File: config.mk
export PLATFORM = sky130hd
export DESIGN_NAME = dw_tile_sequencer
export DESIGN_NICKNAME = d
export VERILOG_FILES = /design/src/rtl/dw_tile_sequencer.sv
export SDC_FILE = /design/constraint.sdc
export NUM_CORES = 1
export LEC_CHECK = 0
export ABC_AREA = 0
export CAP_MARGIN = 20
export CELL_PAD_IN_SITES_DETAIL_PLACEMENT = 1
export CELL_PAD_IN_SITES_GLOBAL_PLACEMENT = 2
export CORE_MARGIN = 4
export CORE_UTILIZATION = 33
export DETAILED_ROUTE_END_ITERATION = 10
export PLACE_DENSITY = 0.93
export SLEW_MARGIN = 20
export SYNTH_ARGS = -nofsm -noshare
export SYNTH_HDL_FRONTEND = slang
export SYNTH_SLANG_ARGS = --single-unit
File: constraint.sdc
create_clock -name clk -period 7.75 [get_ports clk]
set_input_delay 1.1625 -clock clk [delete_from_list [all_inputs] [get_ports clk]]
set_output_delay 1.1625 -clock clk [all_outputs]
set_load 0.03 [all_outputs]
File: src/rtl/dw_tile_sequencer.sv
// Depthwise router sequencer: walks a tile in row groups, column blocks and kernel rows,
// issuing line-buffer addresses, reg-array commands, FIFO pops and PE enables per beat.
module dw_tile_sequencer #(
    parameter int KSIZE  = 3,
    parameter int POY    = 3,
    parameter int POX    = 16,
    parameter int BUFW   = 32,
    parameter int STRIDE = 1,
    parameter int CNTW   = 8
) (
    input  logic            clk,
    input  logic            rst,
    input  logic            start,
    input  logic [CNTW-1:0] cfg_rowgrp,
    input  logic [CNTW-1:0] cfg_colblk,
    input  logic            pe_ready,
    output logic            busy,
    output logic            done,
    output logic [1:0]      rpsel,
    output logic [1:0]      bank,
    output logic [1:0]      row,
    output logic [28:0]     col,
    output logic [1:0]      reg_array_cmd,
    output logic            fifo_read,
    output logic            dwpe_ena,
    output logic            blkend
);

    if (KSIZE < 1 || KSIZE > 3 || STRIDE < 1 || STRIDE > 2 || POY < 1 || BUFW < 1 || POX < 1
        || CNTW < 1 || CNTW > 8) begin : g_bad_param
        $error("dw_tile_sequencer: illegal parameter set");
    end

    typedef enum logic [2:0] {
        S_IDLE,
        S_CLR,
        S_LOAD,
        S_SHIFT,
        S_DONE
    } state_t;

    localparam logic [1:0]  CMD_HOLD  = 2'b00;
    localparam logic [1:0]  CMD_LOAD  = 2'b01;
    localparam logic [1:0]  CMD_SHIFT = 2'b10;
    localparam logic [1:0]  CMD_CLEAR = 2'b11;
    localparam logic [1:0]  KLAST     = 2'(KSIZE - 1);
    localparam logic [28:0] COL_STEP  = 29'(POX * STRIDE);

    function automatic logic [1:0] bank_of(input logic [1:0] rp, input logic [1:0] ky);
        logic [2:0] s;
        s = {1'b0, rp} + {1'b0, ky};
        if (s >= 3'd3) s = s - 3'd3;
        return s[1:0];
    endfunction

    function automatic logic [28:0] col_of(input logic [CNTW-1:0] cb);
        return 29'(cb) * COL_STEP;
    endfunction

    state_t          state_q, state_d;
    logic [CNTW-1:0] cfg_rg_q, cfg_rg_d, cfg_cb_q, cfg_cb_d;
    logic [CNTW-1:0] rg_q, rg_d, cb_q, cb_d;
    logic [1:0]      ky_q, ky_d, kx_q, kx_d, rps_q, rps_d;
    // beat_q: the LOAD/SHIFT beat of state_q was actually issued (not stalled) this cycle
    logic            beat_q, beat_d;

    logic            busy_q, busy_d, done_q, done_d;
    logic [1:0]      cmd_q, cmd_d;
    logic            fifo_q, fifo_d, ena_q, ena_d, blk_q, blk_d;
    logic [1:0]      rpsel_q, rpsel_d, bank_q, bank_d, row_q, row_d;
    logic [28:0]     col_q, col_d;
    logic            issue;

    always_comb begin
        state_d  = state_q;
        cfg_rg_d = cfg_rg_q;
        cfg_cb_d = cfg_cb_q;
        rg_d     = rg_q;
        cb_d     = cb_q;
        ky_d     = ky_q;
        kx_d     = kx_q;
        rps_d    = rps_q;
        beat_d   = 1'b0;
        unique case (state_q)
            S_IDLE: begin
                if (start) begin
                    cfg_rg_d = cfg_rowgrp;
                    cfg_cb_d = cfg_colblk;
                    rg_d     = '0;
                    cb_d     = '0;
                    ky_d     = '0;
                    kx_d     = '0;
                    rps_d    = '0;
                    state_d  = S_CLR;
                end
            end
            S_CLR: begin
                if (cfg_rg_q == '0 || cfg_cb_q == '0) begin
                    state_d = S_DONE;
                end else begin
                    state_d = S_LOAD;
                    beat_d  = pe_ready;
                end
            end
            S_LOAD: begin
                if (!beat_q) begin
                    beat_d = pe_ready;
                end else begin
                    state_d = S_SHIFT;
                    kx_d    = '0;
                    beat_d  = pe_ready;
                end
            end
            S_SHIFT: begin
                if (!beat_q) begin
                    beat_d = pe_ready;
                end else if (kx_q != KLAST) begin
                    kx_d   = kx_q + 2'd1;
                    beat_d = pe_ready;
                end else if (ky_q != KLAST) begin
                    ky_d    = ky_q + 2'd1;
                    state_d = S_LOAD;
                    beat_d  = pe_ready;
                end else begin
                    ky_d    = '0;
                    state_d = S_LOAD;
                    beat_d  = pe_ready;
                    if (cb_q == cfg_cb_q - CNTW'(1)) begin
                        cb_d = '0;
                        if (rg_q == cfg_rg_q - CNTW'(1)) begin
                            state_d = S_DONE;
                            beat_d  = 1'b0;
                        end else begin
                            rg_d  = rg_q + CNTW'(1);
                            rps_d = (rps_q == 2'd2) ? 2'd0 : rps_q + 2'd1;
                        end
                    end else begin
                        cb_d = cb_q + CNTW'(1);
                    end
                end
            end
            S_DONE: state_d = S_IDLE;
            default: state_d = S_IDLE;
        endcase
    end

    // Registered outputs are derived from the state being entered at this edge
    always_comb begin
        issue   = (state_d == S_LOAD || state_d == S_SHIFT) && beat_d;
        busy_d  = (state_d != S_IDLE);
        done_d  = (state_d == S_DONE);
        cmd_d   = CMD_HOLD;
        if (state_d == S_CLR) cmd_d = CMD_CLEAR;
        else if (issue && state_d == S_LOAD) cmd_d = CMD_LOAD;
        else if (issue) cmd_d = CMD_SHIFT;
        fifo_d  = issue && (state_d == S_LOAD) && (ky_d != 2'd0);
        ena_d   = issue && (state_d == S_SHIFT);
        blk_d   = ena_d && (kx_d == KLAST) && (ky_d == KLAST);
        rpsel_d = rpsel_q;
        bank_d  = bank_q;
        row_d   = row_q;
        col_d   = col_q;
        if (state_d == S_IDLE) begin
            rpsel_d = '0;
            bank_d  = '0;
            row_d   = '0;
            col_d   = '0;
        end else if (issue) begin
            rpsel_d = rps_d;
            bank_d  = bank_of(rps_d, ky_d);
            row_d   = ky_d;
            col_d   = col_of(cb_d);
        end
    end

    always_ff @(posedge clk) begin
        if (rst) begin
            state_q  <= S_IDLE;
            cfg_rg_q <= '0;
            cfg_cb_q <= '0;
            rg_q     <= '0;
            cb_q     <= '0;
            ky_q     <= '0;
            kx_q     <= '0;
            rps_q    <= '0;
            beat_q   <= 1'b0;
            busy_q   <= 1'b0;
            done_q   <= 1'b0;
            cmd_q    <= CMD_HOLD;
            fifo_q   <= 1'b0;
            ena_q    <= 1'b0;
            blk_q    <= 1'b0;
            rpsel_q  <= '0;
            bank_q   <= '0;
            row_q    <= '0;
            col_q    <= '0;
        end else begin
            state_q  <= state_d;
            cfg_rg_q <= cfg_rg_d;
            cfg_cb_q <= cfg_cb_d;
            rg_q     <= rg_d;
            cb_q     <= cb_d;
            ky_q     <= ky_d;
            kx_q     <= kx_d;
            rps_q    <= rps_d;
            beat_q   <= beat_d;
            busy_q   <= busy_d;
            done_q   <= done_d;
            cmd_q    <= cmd_d;
            fifo_q   <= fifo_d;
            ena_q    <= ena_d;
            blk_q    <= blk_d;
            rpsel_q  <= rpsel_d;
            bank_q   <= bank_d;
            row_q    <= row_d;
            col_q    <= col_d;
        end
    end

    assign busy          = busy_q;
    assign done          = done_q;
    assign rpsel         = rpsel_q;
    assign bank          = bank_q;
    assign row           = row_q;
    assign col           = col_q;
    assign reg_array_cmd = cmd_q;
    assign fifo_read     = fifo_q;
    assign dwpe_ena      = ena_q;
    assign blkend        = blk_q;

endmodule
# Word-level counts from Yosys, hierarchy flattened
# Cells that the tools add are included.
dict set report word_totals {
  word_cells 118
  input_bits 20
  out_inout_bits 42
  regBits 63
}
dict set report op_classes {
  n_addsub 9
  reduce_logical 18
  mux 51
  magnitude_cmp 1
  eq_ne 20
}
# cell n
set op_table {}
lappend op_table {{$mux 8} 11}
lappend op_table {{$mux 2} 19}
lappend op_table {{$pmux 8 s2} 2}
lappend op_table {{$mux 3} 8}
lappend op_table {{$add 8x1->8 const B} 2}
lappend op_table {{$eq 8x8->1} 2}
lappend op_table {{$logic_not 8->1} 2}
lappend op_table {{$ne 2x2->1 const B} 8}
lappend op_table {{$sub 8x1->8 const B} 2}
lappend op_table {{$eq 3x2->1 const B} 4}
lappend op_table {{$pmux 3 s4} 1}
lappend op_table {{$pmux 2 s2} 2}
lappend op_table {{$reduce_and 7->1} 1}
lappend op_table {{$add 2x1->2 const B} 3}
lappend op_table {{$eq 2x2->1 const B} 3}
lappend op_table {{$eq 3x1->1 const B} 2}
lappend op_table {{$logic_and 1x1->1} 6}
lappend op_table {{$logic_not 3->1} 2}
lappend op_table {{$mux 1} 6}
lappend op_table {{$pmux 2 s3} 1}
lappend op_table {{$reduce_bool 2->1} 2}
lappend op_table {{$add 2x2->3} 1}
lappend op_table {{$eq 3x3->1 const B} 1}
lappend op_table {{$ge 3x2->1 const B} 1}
lappend op_table {{other kinds (6)} 7}

# Depth between registers and ports, before layout
# Gate-level depths: netlist (run 1).
dict set report depth {
  ltp_word 14
  mapped_depth 19
  ltp_nobuf 18
}

# Worst setup path after synthesis (run 1)
# OpenSTA, ideal clock, no wires.
dict set report synth_path {
  path_kind {reg-to-reg}
  start {register cfg_cb_q[0]}
  end {register bank_q[1], in the netlist bank[1]}
  path_stages_with_launch 20
  t_arrival_ns 3.472
  path_buffers 1
  period_less_slack_ns 3.537
  setup_ns 0.065
  slack_ns 4.213
  cell_sequence {dfxtp_1 > inv_1 > ha_1 > xnor2_1 > a221o_1 > o31ai_1 > and4_1 > buf_2 > a31oi_2 > o2bb2ai_1 > ha_1 > inv_1 > fa_1 > inv_1 > ha_1 > nor2b_1 > a21oi_1 > a21oi_1 > mux2i_1 > nor2_1}
}
dict set report synth_via {
  elab_chain_len 10
  word_cells_on_any_way 31
  cone_classes {add/sub: 3; order compare: 1; eq/ne: 3; mux: 18; reduce/logical: 6}
}
# item line
set synth_lines {}
lappend synth_lines {{from (decl)} 61} ;# logic [CNTW-1:0] cfg_rg_q, cfg_rg_d, cfg_cb_q, cfg_cb_d;
lappend synth_lines {{from (signal assigned)} 200} ;# cfg_cb_q <= cfg_cb_d;
lappend synth_lines {{$sub 8x1->8 (*)} 128} ;# if (cb_q == cfg_cb_q - CNTW'(1)) begin
lappend synth_lines {{$eq 8x8->1 (*)} 128}
lappend synth_lines {{$mux 2 (*)} 128}
lappend synth_lines {{$mux 2 (*)} 120} ;# end else if (ky_q != KLAST) begin
lappend synth_lines {{$mux 2 (*)} 117} ;# end else if (kx_q != KLAST) begin
lappend synth_lines {{$mux 2 (*)} 115} ;# if (!beat_q) begin
lappend synth_lines {{$pmux 2 s2 (*)} 84} ;# unique case (state_q)
lappend synth_lines {{via rps_d[0]} 63} ;# logic [1:0] ky_q, ky_d, kx_q, kx_d, rps_q, rps_d;
lappend synth_lines {{$add 2x2->3 (*)} 51} ;# s = {1'b0, rp} + {1'b0, ky};
lappend synth_lines {{$ge 3x2->1 or $sub 2x2->2 (tied branches)} 52} ;# if (s >= 3'd3) s = s - 3'd3;
lappend synth_lines {{$mux 2 (*)} 52}
lappend synth_lines {{to (signal assigned)} 214} ;# bank_q <= bank_d;
lappend synth_lines {{to (decl)} 70} ;# logic [1:0] rpsel_q, rpsel_d, bank_q, bank_d, row_q, row_d;
# Mark *: on every way through the listed nets, which the timed path passes. The rest lies on a longest branch.
# A chain may end at the register's enable or synchronous reset.

# Worst setup path in the final report (run 1)
dict set report layout_path {
  start {register cfg_rg_q[0]}
  end {register bank_q[0], in the netlist bank[0]}
}
dict set report layout_via {
  elab_chain_len 11
  word_cells_on_any_way 34
  cone_classes {add/sub: 3; order compare: 1; eq/ne: 3; mux: 21; reduce/logical: 6}
}
# item line
set layout_lines {}
lappend layout_lines {{from (decl)} 61}
lappend layout_lines {{from (signal assigned)} 199} ;# cfg_rg_q <= cfg_rg_d;
lappend layout_lines {{$sub 8x1->8 (*)} 130} ;# if (rg_q == cfg_rg_q - CNTW'(1)) begin
lappend layout_lines {{$eq 8x8->1 (*)} 130}
lappend layout_lines {{$mux 2 (*)} 130}
lappend layout_lines {{$mux 2 (*)} 128}
lappend layout_lines {{$mux 2 (*)} 120}
lappend layout_lines {{$mux 2 (*)} 117}
lappend layout_lines {{$mux 2 (*)} 115}
lappend layout_lines {{$pmux 2 s2 (*)} 84}
lappend layout_lines {{via rps_d[0]} 63}
lappend layout_lines {{$add 2x2->3 (*)} 51}
lappend layout_lines {{$ge 3x2->1 or $sub 2x2->2 (tied branches)} 52}
lappend layout_lines {{$mux 2 (*)} 52}
# Marked as above.

==> results of run 1 <==
==> cell type report <==
| type | instances | area [sq um] |
|---|---|---|
| clock buffer | 10 | 138 |
| clock inverter | 6 | 75.1 |
| fill | 1186 | 5840 |
| inverter | 15 | 56.3 |
| multi-input combinational | 305 | 1900 |
| sequential | 63 | 1260 |
| tap | 133 | 166 |
| timing repair buffer | 44 | 430 |
==> cells in the final DEF (no fill, tap or decap), drive strengths merged, types with 7 or more instances in the layout <==
cell type and count:
dfxtp 63, nand2 48, nor2 44, clkdlybuf4s50 40
a21oi 31, conb 21, xnor2 20, inv 19
nand3 16, nor3 12, a211oi 10, ha 10
clkbuf 10, xor2 8, nor3b 7
==> critical path, stage by stage, from the launching register on <==
cell       delay, ns
dfxtp_1         0.43
inv_1           0.11
ha_1            0.29
xnor2_1         0.15
a21o_1          0.18
o21ai_0         0.21
nand4_1         0.27
a31oi_2         0.53
o2bb2ai_1       0.23
ha_1            0.19
inv_1           0.05
fa_1            0.53
inv_1           0.06
ha_1            0.18
nor2b_1         0.22
o21ai_0         0.14
mux2i_1         0.16
nor2_1          0.05
==> through the flow <==
step	power (uW)	hold WS, ns	setup slack [ns]
CTS	1130	0.505	3.63
global route	1190	0.527	3.22
global placement	794	0.478	3.49
finish	1110	0.503	3.66
detailed placement	806	0.489	3.32
floorplan	701	0.461	4.21
==> logic make-up (layout without fill, tap and decap cells) <==
logic type | Yosys count | in the layout | synth area share (%)
simple gates | 164 | 164 | 25.5
flops | 63 | 63 | 37.3
other cells | 1 | 21 | 0.111
xor+xnor | 28 | 28 | 7.25
buf+inv | 56 | 75 | 9.36
compound gates | 77 | 77 | 15.1
mux | 4 | 4 | 1.18
fa+ha+maj | 11 | 11 | 4.29
==> path summary, 6_finish.rpt <==
| check | startpoint | to | slack [ns] | cells past startpoint |
|---|---|---|---|---|
| worst max-delay path | cfg_rg_q[0]$_SDFFE_PP0P_ | bank[0]$_SDFFE_PP0N_ | 3.66 | 17 |
| worst min-delay path | cfg_rg_q[7]$_SDFFE_PP0P_ | cfg_rg_q[7]$_SDFFE_PP0P_ | 0.50 | 2 |
| worst max register to register | cfg_rg_q[0]$_SDFFE_PP0P_ | bank[0]$_SDFFE_PP0N_ | 3.66 | 17 |
| worst min register to register | cfg_rg_q[7]$_SDFFE_PP0P_ | cfg_rg_q[7]$_SDFFE_PP0P_ | 0.50 | 2 |
==> layer usage <==
layer	global-route usage, %	wire (um)
met1	19.4	4080
met2	26.4	4160
met3	3.79	295
met4	5.34	110
met5	0	0
==> power groups by stage <==
stage          combinational, uW  sequential, uW  clock [uW]
6_report                     390             410         313
3_3_place_gp                 379             415           0
2_1_floorplan                262             439           0
4_1_cts                      392             410         326
3_5_place_dp                 389             416           0
5_1_grt                      435             417         339
==> sequential cells by signal (all words and copies together), names as in the netlist <==
| signal | cells |
|---|---|
| beat_q | 1 |
| cfg_cb_q | 8 |
| ky_q | 2 |
| bank | 2 |
| rpsel | 2 |
| done | 1 |
| reg_array_cmd | 2 |
| dwpe_ena | 1 |
| row | 2 |
| busy | 1 |
| col | 8 |
| fifo_read | 1 |
| blkend | 1 |
| cb_q | 8 |
| state_q | 3 |
| rg_q | 8 |
| kx_q | 2 |
| cfg_rg_q | 8 |
| rps_q | 2 |
==> results.cfg, run 1 <==
[floorplanning]
rows = 36
core_sq_um = 9860
dieWidth_um = 109
die_h_um = 109
pin_count = 62
start_util_pct = 34.3
dieArea_sq_um = 11900

[synth]
synth_edf_count = 0
synthDominantCellAreaShare_pct = 37.3
synth_common_cells = 63 x dfxtp_1, 48 x nand2_1, 44 x nor2_1
yosysSeqAreaShare_pct = 37.3
netlist_area_sq_um = 3380
synth-async-reset-ratio_pct = 0
synthTopCellsByArea = dfxtp_1 37%, nand2_1 5.3%, xnor2_1 5.2%
ys_types = 59
syn_inst = 404
yosysWarnings = 0
yosysMostFrequentCell = dfxtp_1
avgSynthCellArea_sq_um = 8.37
ys_ff_latch = 63
yosysTopAreaCell = dfxtp_1
yosys_most_used_dff = dfxtp_1

[worst_setup_path]
endpoint_kind = flip-flop
worstPathRequired_ns = 7.99
cp.arrival_ns = 4.33
critPathKind = reg2reg
critPathMaxFanout = 10
start_kind = flip-flop

[clock_tree]
clock_latency_ns = 0.36
cts-htree-levels = 3
cts_sinks = 63
cts_root_buffer = clkbuf_8
cts_setup_buffers = 0
path_clk_slew_ns = 0.09
hold_buffers = 0
cts_resized = 0
numCtsBuffers = 9
cts_tree = done
clock_path_buffers = 2

[layout]
drive_above_1_share_pct = 7.45
fin_util_pct = 40.8
nNetsFinal = 469
postLayoutCellArea_sq_um = 4030
syn_to_final_growth_pct = 19.1
antennaDiodeCount = 0
stdcell_count = 576

[placed_design]
dpl_cell_area_sq_um = 3810
dpl.hpwl_mm = 6.31
place_inst = 559
io_buffers = 40
place.gp.congestion = 0.803

[timing]
hold_violations = 0
min_period_ns = 4.09
rsz0062_at_grt = false
final-setup-viol-count = 0
fin_crit_sh_pct = 52.8
fin_setup_tns_ns = 0
final_max_slew_viol_count = 0
clock_skew_ns = 0.0135
tightest_slew_ns = 0.578
fmax_mhz = 244
relSlewSlack_pct = 61.4

[routing]
drc = 0
ant_nets = 0
drt_iter0_drc = 89
drt_first_pass_iters = 4
avgViaCountPerCell = 5.00
vias = 2881
wirelength_mm = 8.65
wl_per_cell_um = 15.0

[pwr]
switching_share_pct = 39.1
combPwrFrac_pct = 35.0
p_int_uw = 678
switchingPower_uw = 435
power_density_nw_per_um2 = 276
ir_drop_uv = 152
sequentialPowerShare_pct = 36.8
leakage_uw = 0.00149
clkPwrFrac_pct = 28.1

[grt]
grt_pass1_wl_mm = 14.7
grt_max_degree = 37
antenna_found_initial = 0
grt_overflow = 0
track_usage_pct = 15.6
grt_pass1_vias = 3066

[run_status]
outcome = finished, final reports clean

[flow_run]
cap_violations = 0

[min_path]
hp-class = reg2reg
Power figures use the tool's default switching activity.
==> inputs of run 2 (changes only) <==
CORE_UTILIZATION = 28   (was 33)
PLACE_DENSITY = 0.85   (was 0.93)
clock period = 3.61 ns   (was 7.75 ns; I/O delays follow)
==> run 2 against run 1 <==
Compared with the run above:
- core utilization down 2.6 points
- critical path type unchanged
- highest routed layer unchanged
- non-clock buffer count up 23
- maximum frequency up 20%
- hold slack worse by 0.0093 ns
==> results.cfg, run 2 (synthesis results as in run 1) <==
[grt]
track_usage_pct = 13.5
grt_overflow = 0
busiest_layer = met2
antenna_found_initial = 0
grt_max_degree = 27
use_met1_pct = 14.5
use_met3_pct = 3.41
grt_pass1_vias = 3176
grt_use_met2_pct = 25.3
grt_pass1_wl_mm = 15.4

[routing]
vias = 3038
drt_first_pass_iters = 4
wl_per_cell_um = 15.3
wirelength_mm = 9.34
drt_iter0_drc = 196
ant_nets = 0
avgViaCountPerCell = 4.99
drc = 0

[clock_tree]
cts_sinks = 63
path_clk_slew_ns = 0.06
clock_latency_ns = 0.34
cts_tree = done
hold_buffers = 0
clock_path_buffers = 2
numCtsBuffers = 9
cts_root_buffer = clkbuf_16
cts-htree-levels = 3

[layout]
drive_above_1_share_pct = 16.3
stdcell_count = 609
final_common_cell = dfxtp_1
final_cell_mix = 61 x dfxtp_1, 48 x nand2_1, 44 x nor2_1, 40 x clkdlybuf4s50_1, 28 x a21oi_1
syn_to_final_growth_pct = 31.4
nNetsFinal = 492
antennaDiodeCount = 0

[timing]
min_period_ns = 3.41
hold_violations = 0
fin_setup_tns_ns = 0
fmax_mhz = 293
fin_crit_sh_pct = 94.5
tightest_slew_ns = 1.11
relSlewSlack_pct = 25.3
final-setup-viol-count = 0
final_max_slew_viol_count = 0
clock_skew_ns = 0.0109

[worst_setup_path]
critPathMaxFanout = 7
worstPathRequired_ns = 3.80
critPathKind = reg2reg
cp.arrival_ns = 3.60
start_kind = flip-flop
endpoint_kind = flip-flop

[pwr]
power_density_nw_per_um2 = 616
ir_drop_uv = 285
leakage_uw = 0.00167

[floorplanning]
rows = 39
pin_count = 62
die_h_um = 118
core_sq_um = 11600
dieWidth_um = 118
dieArea_sq_um = 13900
start_util_pct = 29.1

[placed_design]
place_inst = 589
io_buffers = 40
dpl.hpwl_mm = 6.81
place.gp.congestion = 0.791

[min_path]
hp-class = reg2reg

[run_status]
outcome = finished, final reports clean

[flow_run]
cap_violations = 0
==> run 2: final timing paths <==
kind                                                  to                     start  slack [ns]  cells past startpoint
worst min register to register  cfg_cb_q[5]$_SDFFE_PP0P_  cfg_cb_q[5]$_SDFFE_PP0P_        0.49                      2
worst max-delay path                bank[1]$_SDFFE_PP0N_  cfg_cb_q[2]$_SDFFE_PP0P_        0.20                     16
worst min-delay path            cfg_cb_q[5]$_SDFFE_PP0P_  cfg_cb_q[5]$_SDFFE_PP0P_        0.49                      2
worst max register to register      bank[1]$_SDFFE_PP0N_  cfg_cb_q[2]$_SDFFE_PP0P_        0.20                     16
==> run 2: stage by stage <==
stage          instance area (sq um)  util [%]  setup WS (ns)  hold slack (ns)  power [uW]
6_report                        4450      38.3          0.199            0.494        2740
5_1_grt                         4450      38.3       -0.00511            0.537        2890
4_1_cts                         4310      37.1         0.0481            0.496        2740
3_5_place_dp                    3970      34.2       -0.00441            0.488        1770
3_3_place_gp                    3970      34.2         0.0785            0.486        1750
2_1_floorplan                   3460         -         0.0735            0.461        1510
==> run 2: timing repair <==
item                       in CTS  in global routing
buffers inserted                0                  4
setup endpoints to repair       2                  2
pin swaps                       1                 10
resized for setup               3                 27
==> run 2: cell type report <==
class / count / area (sq um)
Tap cell: 143 / 179
Clock inverter: 7 / 103
Clock buffer: 9 / 225
Inverter: 15 / 56.3
Timing Repair Buffer: 67 / 607
Multi-Input combinational cell: 305 / 2010
Sequential cell: 63 / 1260
Fill cell: 1368 / 7170
==> run 2: power by group <==
group / internal, uW / leakage, uW / switching [uW]
Combinational: 366 / 0.00100 / 547
Sequential: 784 / 0.000513 / 86.3
Clock: 612 / 0.000157 / 342
==> run 2: worst max-delay path, cell delays in order (launching register included) <==
cell and delay (ns):
dfxtp_1 0.37, nor4_2 0.36, nand3b_1 0.14, xnor2_1 0.31, and4_4 0.31, buf_4 0.13
a31oi_4 0.10, o2bb2ai_4 0.16, ha_4 0.16, inv_2 0.05, fa_2 0.45, inv_2 0.07
ha_2 0.26, a21oi_2 0.14, a21oi_2 0.05, mux2i_1 0.15, nor2_1 0.05
==> run 2: routing by layer <==
metal | vias to the layer above | part of all wire, %
met3 | 16 | 3.0
met4 | 0 | 1.9
met5 | - | 0
met2 | 47 | 54
li1 | 1478 | -
met1 | 1497 | 41
==> inputs of run 3 (changes only) <==
ABC_AREA = unset   (was 0)
==> results of run 3 <==
Same layout as run 2: the final DEF is identical, and so are final timing and power.
